$ cat src/rtl/lottery_arbiter.sv
// lottery_arbiter: four-master bus arbiter. Among the masters that request, the one
// holding the largest ticket wins; ties go to the lowest index. An owner is forced to
// re-arbitrate after MAX_HOLD hready cycles. A locked owner keeps the bus until its
// hlock drops.
// Optional feature, macro LOTTERY_STARVE_GUARD_EN: each master gets a saturating
// loss counter. A requester whose counter has reached STARVE_LIMIT wins regardless
// of its ticket.
//
// state   | meaning
// IDLE    | nobody owns the bus; parked on DEFAULT_MASTER, arbitrate every edge
// OWNED   | winner owns the bus, hold counter running
// LOCKED  | winner is doing a locked transfer, no arbitration, hold counter frozen
module lottery_arbiter #(
  parameter int MAX_HOLD       = 8,
  parameter int STARVE_LIMIT   = 4,
  parameter int DEFAULT_MASTER = 0
) (
  input  logic       clk,
  input  logic       reset,
  input  logic [3:0] t0,
  input  logic [3:0] t1,
  input  logic [3:0] t2,
  input  logic [3:0] t3,
  input  logic [3:0] hbusreq,
  input  logic [3:0] hlock,
  input  logic       hready,
  output logic [3:0] hgrant,
  output logic [1:0] hmaster,
  output logic       hmastlock
);

  typedef enum logic [1:0] {
    ST_IDLE   = 2'd0,
    ST_OWNED  = 2'd1,
    ST_LOCKED = 2'd2
  } state_t;

  localparam logic [1:0] DEF_IDX   = 2'(DEFAULT_MASTER);
  localparam logic [3:0] DEF_GRANT = 4'b0001 << DEFAULT_MASTER;
  localparam logic [3:0] HOLD_LAST = 4'(MAX_HOLD - 1);

  // Reject parameter values the counters cannot represent.
  if (MAX_HOLD < 2 || MAX_HOLD > 15 || STARVE_LIMIT < 1 || STARVE_LIMIT > 7 ||
      DEFAULT_MASTER < 0 || DEFAULT_MASTER > 3) begin : g_bad_param
    $error("lottery_arbiter: parameter out of range");
  end

  state_t     state_q, state_d;
  logic [3:0] hgrant_q, hgrant_d;
  logic [1:0] hmaster_q, hmaster_d;
  logic       hmastlock_q, hmastlock_d;
  logic [3:0] hold_q, hold_d;

  logic [3:0] tk [4];
  logic [1:0] owner_idx;
  logic       expiry;
  logic       arb_event;
  logic [3:0] cand;
  logic       any_req;
  logic       found;
  logic [1:0] win_idx;
  logic [3:0] win_tk;

`ifdef LOTTERY_STARVE_GUARD_EN
  localparam logic [2:0] STARVE_TH = 3'(STARVE_LIMIT);
  logic [2:0] starve_q [4];
  logic [2:0] starve_d [4];
`endif

  // Collect the tickets into an indexable array.
  always_comb begin
    tk[0] = t0;
    tk[1] = t1;
    tk[2] = t2;
    tk[3] = t3;
  end

  // Decode the one-hot grant into the owner index.
  always_comb begin
    owner_idx = 2'd0;
    case (hgrant_q)
      4'b0010: owner_idx = 2'd1;
      4'b0100: owner_idx = 2'd2;
      4'b1000: owner_idx = 2'd3;
      default: owner_idx = 2'd0;
    endcase
  end

  // Decide whether this edge is an arbitration event, and whether it is a hold expiry.
  always_comb begin
    expiry    = 1'b0;
    arb_event = 1'b0;
    case (state_q)
      ST_IDLE:   arb_event = 1'b1;
      ST_OWNED: begin
        expiry    = hbusreq[owner_idx] && (hold_q == HOLD_LAST);
        arb_event = !hbusreq[owner_idx] || (hold_q == HOLD_LAST);
      end
      ST_LOCKED: arb_event = !hlock[owner_idx];
      default:   arb_event = 1'b1;
    endcase
  end

  // Pick the winner: a starved requester first when enabled, else largest ticket, lowest index on ties.
  always_comb begin
    cand = hbusreq;
    if (expiry && |(hbusreq & ~hgrant_q)) cand = hbusreq & ~hgrant_q;
    any_req = |cand;
    win_idx = DEF_IDX;
    win_tk  = '0;
    found   = 1'b0;
    for (int i = 0; i < 4; i++) begin
      if (cand[i] && (!found || tk[i] > win_tk)) begin
        found   = 1'b1;
        win_idx = 2'(i);
        win_tk  = tk[i];
      end
    end
`ifdef LOTTERY_STARVE_GUARD_EN
    // Walk downwards so the lowest starved index is the one that sticks.
    for (int i = 3; i >= 0; i--) begin
      if (cand[i] && starve_q[i] >= STARVE_TH) win_idx = 2'(i);
    end
`endif
  end

  // Next state and hold counter.
  always_comb begin
    state_d = state_q;
    hold_d  = hold_q;
    if (arb_event) begin
      hold_d = '0;
      if (!any_req)              state_d = ST_IDLE;
      else if (hlock[win_idx])   state_d = ST_LOCKED;
      else                       state_d = ST_OWNED;
    end else if (state_q == ST_OWNED) begin
      hold_d = hold_q + 4'd1;
    end
  end

  // Registered outputs; the address-phase owner follows the grant by one cycle.
  always_comb begin
    hgrant_d = hgrant_q;
    if (arb_event) hgrant_d = any_req ? (4'b0001 << win_idx) : DEF_GRANT;
    hmaster_d   = owner_idx;
    hmastlock_d = hlock[owner_idx] & hbusreq[owner_idx];
  end

  // State register; everything holds while hready is low.
  always_ff @(posedge clk or posedge reset) begin
    if (reset) begin
      state_q     <= ST_IDLE;
      hgrant_q    <= DEF_GRANT;
      hmaster_q   <= DEF_IDX;
      hmastlock_q <= 1'b0;
      hold_q      <= '0;
    end else if (hready) begin
      state_q     <= state_d;
      hgrant_q    <= hgrant_d;
      hmaster_q   <= hmaster_d;
      hmastlock_q <= hmastlock_d;
      hold_q      <= hold_d;
    end
  end

`ifdef LOTTERY_STARVE_GUARD_EN
  // Loss counters: count lost events while requesting, clear on a win or a dropped request.
  always_comb begin
    for (int i = 0; i < 4; i++) begin
      starve_d[i] = starve_q[i];
      if (!hbusreq[i]) begin
        starve_d[i] = '0;
      end else if (arb_event) begin
        if (win_idx == 2'(i))            starve_d[i] = '0;
        else if (starve_q[i] != 3'd7)    starve_d[i] = starve_q[i] + 3'd1;
      end
    end
  end

  // Loss counter registers.
  always_ff @(posedge clk or posedge reset) begin
    if (reset) begin
      for (int i = 0; i < 4; i++) starve_q[i] <= '0;
    end else if (hready) begin
      for (int i = 0; i < 4; i++) starve_q[i] <= starve_d[i];
    end
  end
`endif

  assign hgrant    = hgrant_q;
  assign hmaster   = hmaster_q;
  assign hmastlock = hmastlock_q;

endmodule
$ cat config.mk
export PLATFORM = sky130hd
export DESIGN_NAME = lottery_arbiter
export DESIGN_NICKNAME = d
export VERILOG_FILES = /design/src/rtl/lottery_arbiter.sv
export SDC_FILE = /design/constraint.sdc
export NUM_CORES = 1
export LEC_CHECK = 0
export CORE_ASPECT_RATIO = 2
export CORE_UTILIZATION = 45
export DETAILED_ROUTE_END_ITERATION = 10
export GPL_TIMING_DRIVEN = 1
export PLACE_DENSITY = 0.73
export RECOVER_POWER = 100
export SYNTH_ARGS = -nofsm -noshare
export SYNTH_HDL_FRONTEND = slang
export SYNTH_SLANG_ARGS = --single-unit
$ cat constraint.sdc
create_clock -name clk -period 6.7 [get_ports clk]
set_input_delay 0.67 -clock clk [delete_from_list [all_inputs] [get_ports clk]]
set_output_delay 0.67 -clock clk [all_outputs]
set_load 0.05 [all_outputs]
==> results.toml <==
[flow_run]
drv_cap = 0

[yosys]
synth_fp_nets = 207
synthCells = 165
yosys.area.top_type_share_pct = 20.8
synth_most_common_cell = "nand2_1"
yosys.area.top_type = "dfrtp_1"
synth_edf_count = 0
synth_area_leaders = "dfrtp_1 21%, ha_1 13%, nand2_1 5.7%"
avgSynthCellArea_sq_um = 8.76
synthDistinctLibCells = 53
synthArstFlopShare_pct = 100
synth_seq_area_share_pct = 22.6
ys.flop_type = "dfrtp_1"
synth_common_cells = "22 x nand2_1, 15 x ha_1, 13 x inv_1"
synth_seq_cells = 13
yosysWarnings = 0
syn_area_sq_um = 1450

[cts]
cts_buffers = 3
cts_sinks = 13
cts_tree = "yes"
path_clk_slew_ps = 60
postCtsHoldBufs = 0
ctsResizeCount = 0
clock-root-buffer = "clkbuf_8"
clock_path_buffers = 2
h-tree-depth = 1
cts_setup_buffers = 0
clk_latency_ps = 250

[floorplan]
num_rows = 28
die_y_microns = 82.1
initial_core_util_pct = 48.0
dieArea_sq_um = 3460
num_io_pins = 34
core_sq_um = 3010
die_w_microns = 42.1

[route]
top_layer_used = "met4"
drt_iter0_markers = 40
vias = 1360
vias_per_cell = 5.99
drt-total-wl_mm = 3.57
wl_met1_mm = 1.16
dr.pass1.iters = 4
wl_met2_mm = 2.09
wl_per_cell_microns = 15.7
drc = 0
postRouteAntennaNets = 0
dr_wl_met3_microns = 114

[timing]
min_period_over_period_pct = 93.0
min_period_ps = 6230
drv_slew = 0
clock_skew_ps = 4.31
setup_viol = 0
holdWs_ps = 502
rsz0062_at_grt = "false"
worst_pin_slew_ps = 867
finalHoldViolations = 0
fin_setup_tns_ps = 0
fmax_mhz = 161
max_slew_margin_pct = 41.9

[global_route]
antenna_found_initial = 0
grt_pass1_wl_mm = 6.20
grt_usage_pct = 23.3
grt_max_degree = 14
globalRouteOverflowTotal = 0
grt_pass1_vias = 1468

[critical_path]
worstSetupEndpointType = "flop"
worst-path-max-fanout = 10
path_class = "in -> reg"
required_ps = 6830
worstPathArrival_ps = 6360
cp-start-kind = "primary input"

[final_layout]
insertedDiodeCount = 0
fillCellCount = 293
area_growth_pct = 25.4
utilization_pct = 60.1
nets = 240
final_cells = 227
final_layout_size_suffix_gt1_share_pct = 10.7

[power]
powerDensity_nw_per_um2 = 325
leakagePower_nw = 0.793
ir_drop_v = 0.000197

[status]
status = "finished clean"

[placed_design]
numPortBuffers = 33
dpl.cell_count = 223
gp_congestion = 0.949
dp.final_hpwl_mm = 3.07

[hold_path]
hold_class = "reg -> reg"
## registers in the layout, summed over array words and instances, names as in the netlist
name and flops:
hmaster 2, hmastlock 1, state_q 2, hgrant 4, hold_q 4
## metrics by stage
stage          setup slack, ps  power, mW  instance area, sq um
6_report                   471      0.590                  1810
5_1_grt                   86.4      0.634                  1810
4_1_cts                    538      0.605                  1830
3_5_place_dp               297      0.532                  1780
3_3_place_gp               491      0.517                  1780
2_1_floorplan             1040      0.429                  1450
## cell families (layout without fill, tap and decap cells)
| kind of cell | count (synthesis) | count (layout) | synth area share [%] |
|---|---|---|---|
| adders and majority gates | 15 | 15 | 13.0 |
| AOI/OAI and AO/OA | 48 | 48 | 26.2 |
| muxes | 8 | 8 | 6.15 |
| and+or+nand+nor | 61 | 61 | 25.4 |
| buffers and inverters | 18 | 50 | 5.45 |
| DFF | 13 | 13 | 22.6 |
| xor gates and xnor gates | 2 | 2 | 1.21 |
## worst paths after layout
kind	startpoint	end	slack [ps]	cells after the start
worst min register to register	hold_q[1]	hold_q[1]	500	2
worst min-delay path	hold_q[1]	hold_q[1]	500	2
worst max-delay path	hbusreq[2]	state_q[0]	470	26
min in group asynchronous	reset	hold_q[1]	890	2
max in group asynchronous	reset	hgrant[0]	5450	2
worst max register to register	hgrant[0]	state_q[0]	690	25
## critical path, stage by stage
cell	delay, ps
clkdlybuf4s50_1	500
nand2b_1	150
a41oi_2	190
a21boi_2	350
nand2_1	120
ha_1	290
nor2b_1	140
o21bai_1	130
o2bb2ai_1	160
o2bb2ai_2	240
mux2_2	420
ha_1	290
nor2b_1	130
o21a_1	170
o21a_1	170
o21a_1	190
o21ai_2	360
mux2_2	390
ha_1	190
nor2b_1	120
o21a_1	120
o21a_1	90
o21ai_0	80
a21bo_2	250
nor2b_1	140
a221o_1	290
## cell usage in the layout (no fill, tap or decap), drive strengths merged, types with 3 or more instances in the layout
cell type / instances
o2bb2ai: 3
nor2b: 6
nor3: 4
mux2: 7
clkbuf: 4
and2: 3
clkdlybuf4s50: 24
dlygate4sd3: 9
ha: 15
dfrtp: 12
nor2: 4
o21ai: 13
o221ai: 3
a21oi: 5
inv: 13
nand3b: 3
nand2: 22
o21a: 8
nand2b: 7
## metal layers
| metal | global-route usage, % | vias to the layer above |
|---|---|---|
| li1 | - | 671 |
| met1 | 20.6 | 622 |
| met2 | 46.3 | 46 |
| met3 | 2.17 | 21 |
| met4 | 18.1 | 0 |
| met5 | 0 | - |
## layout make-up
type	instances	area (sq um)	share of cell area, %
Clock buffer	4	45.0	2.49
Timing Repair Buffer	33	330	18.2
Multi-Input combinational cell	134	1020	56.5
Sequential cell	13	327	18.0
Tap cell	30	37.5	2.07
Inverter	13	48.8	2.69
## where the power goes
group / switching, mW / internal [mW] / leakage [nW]
sequential: 0.0496 / 0.109 / 0.170
combinational: 0.211 / 0.148 / 0.601
clock: 0.0291 / 0.0421 / 0.0228
Note: power is estimated with default switching activity, not from simulation.
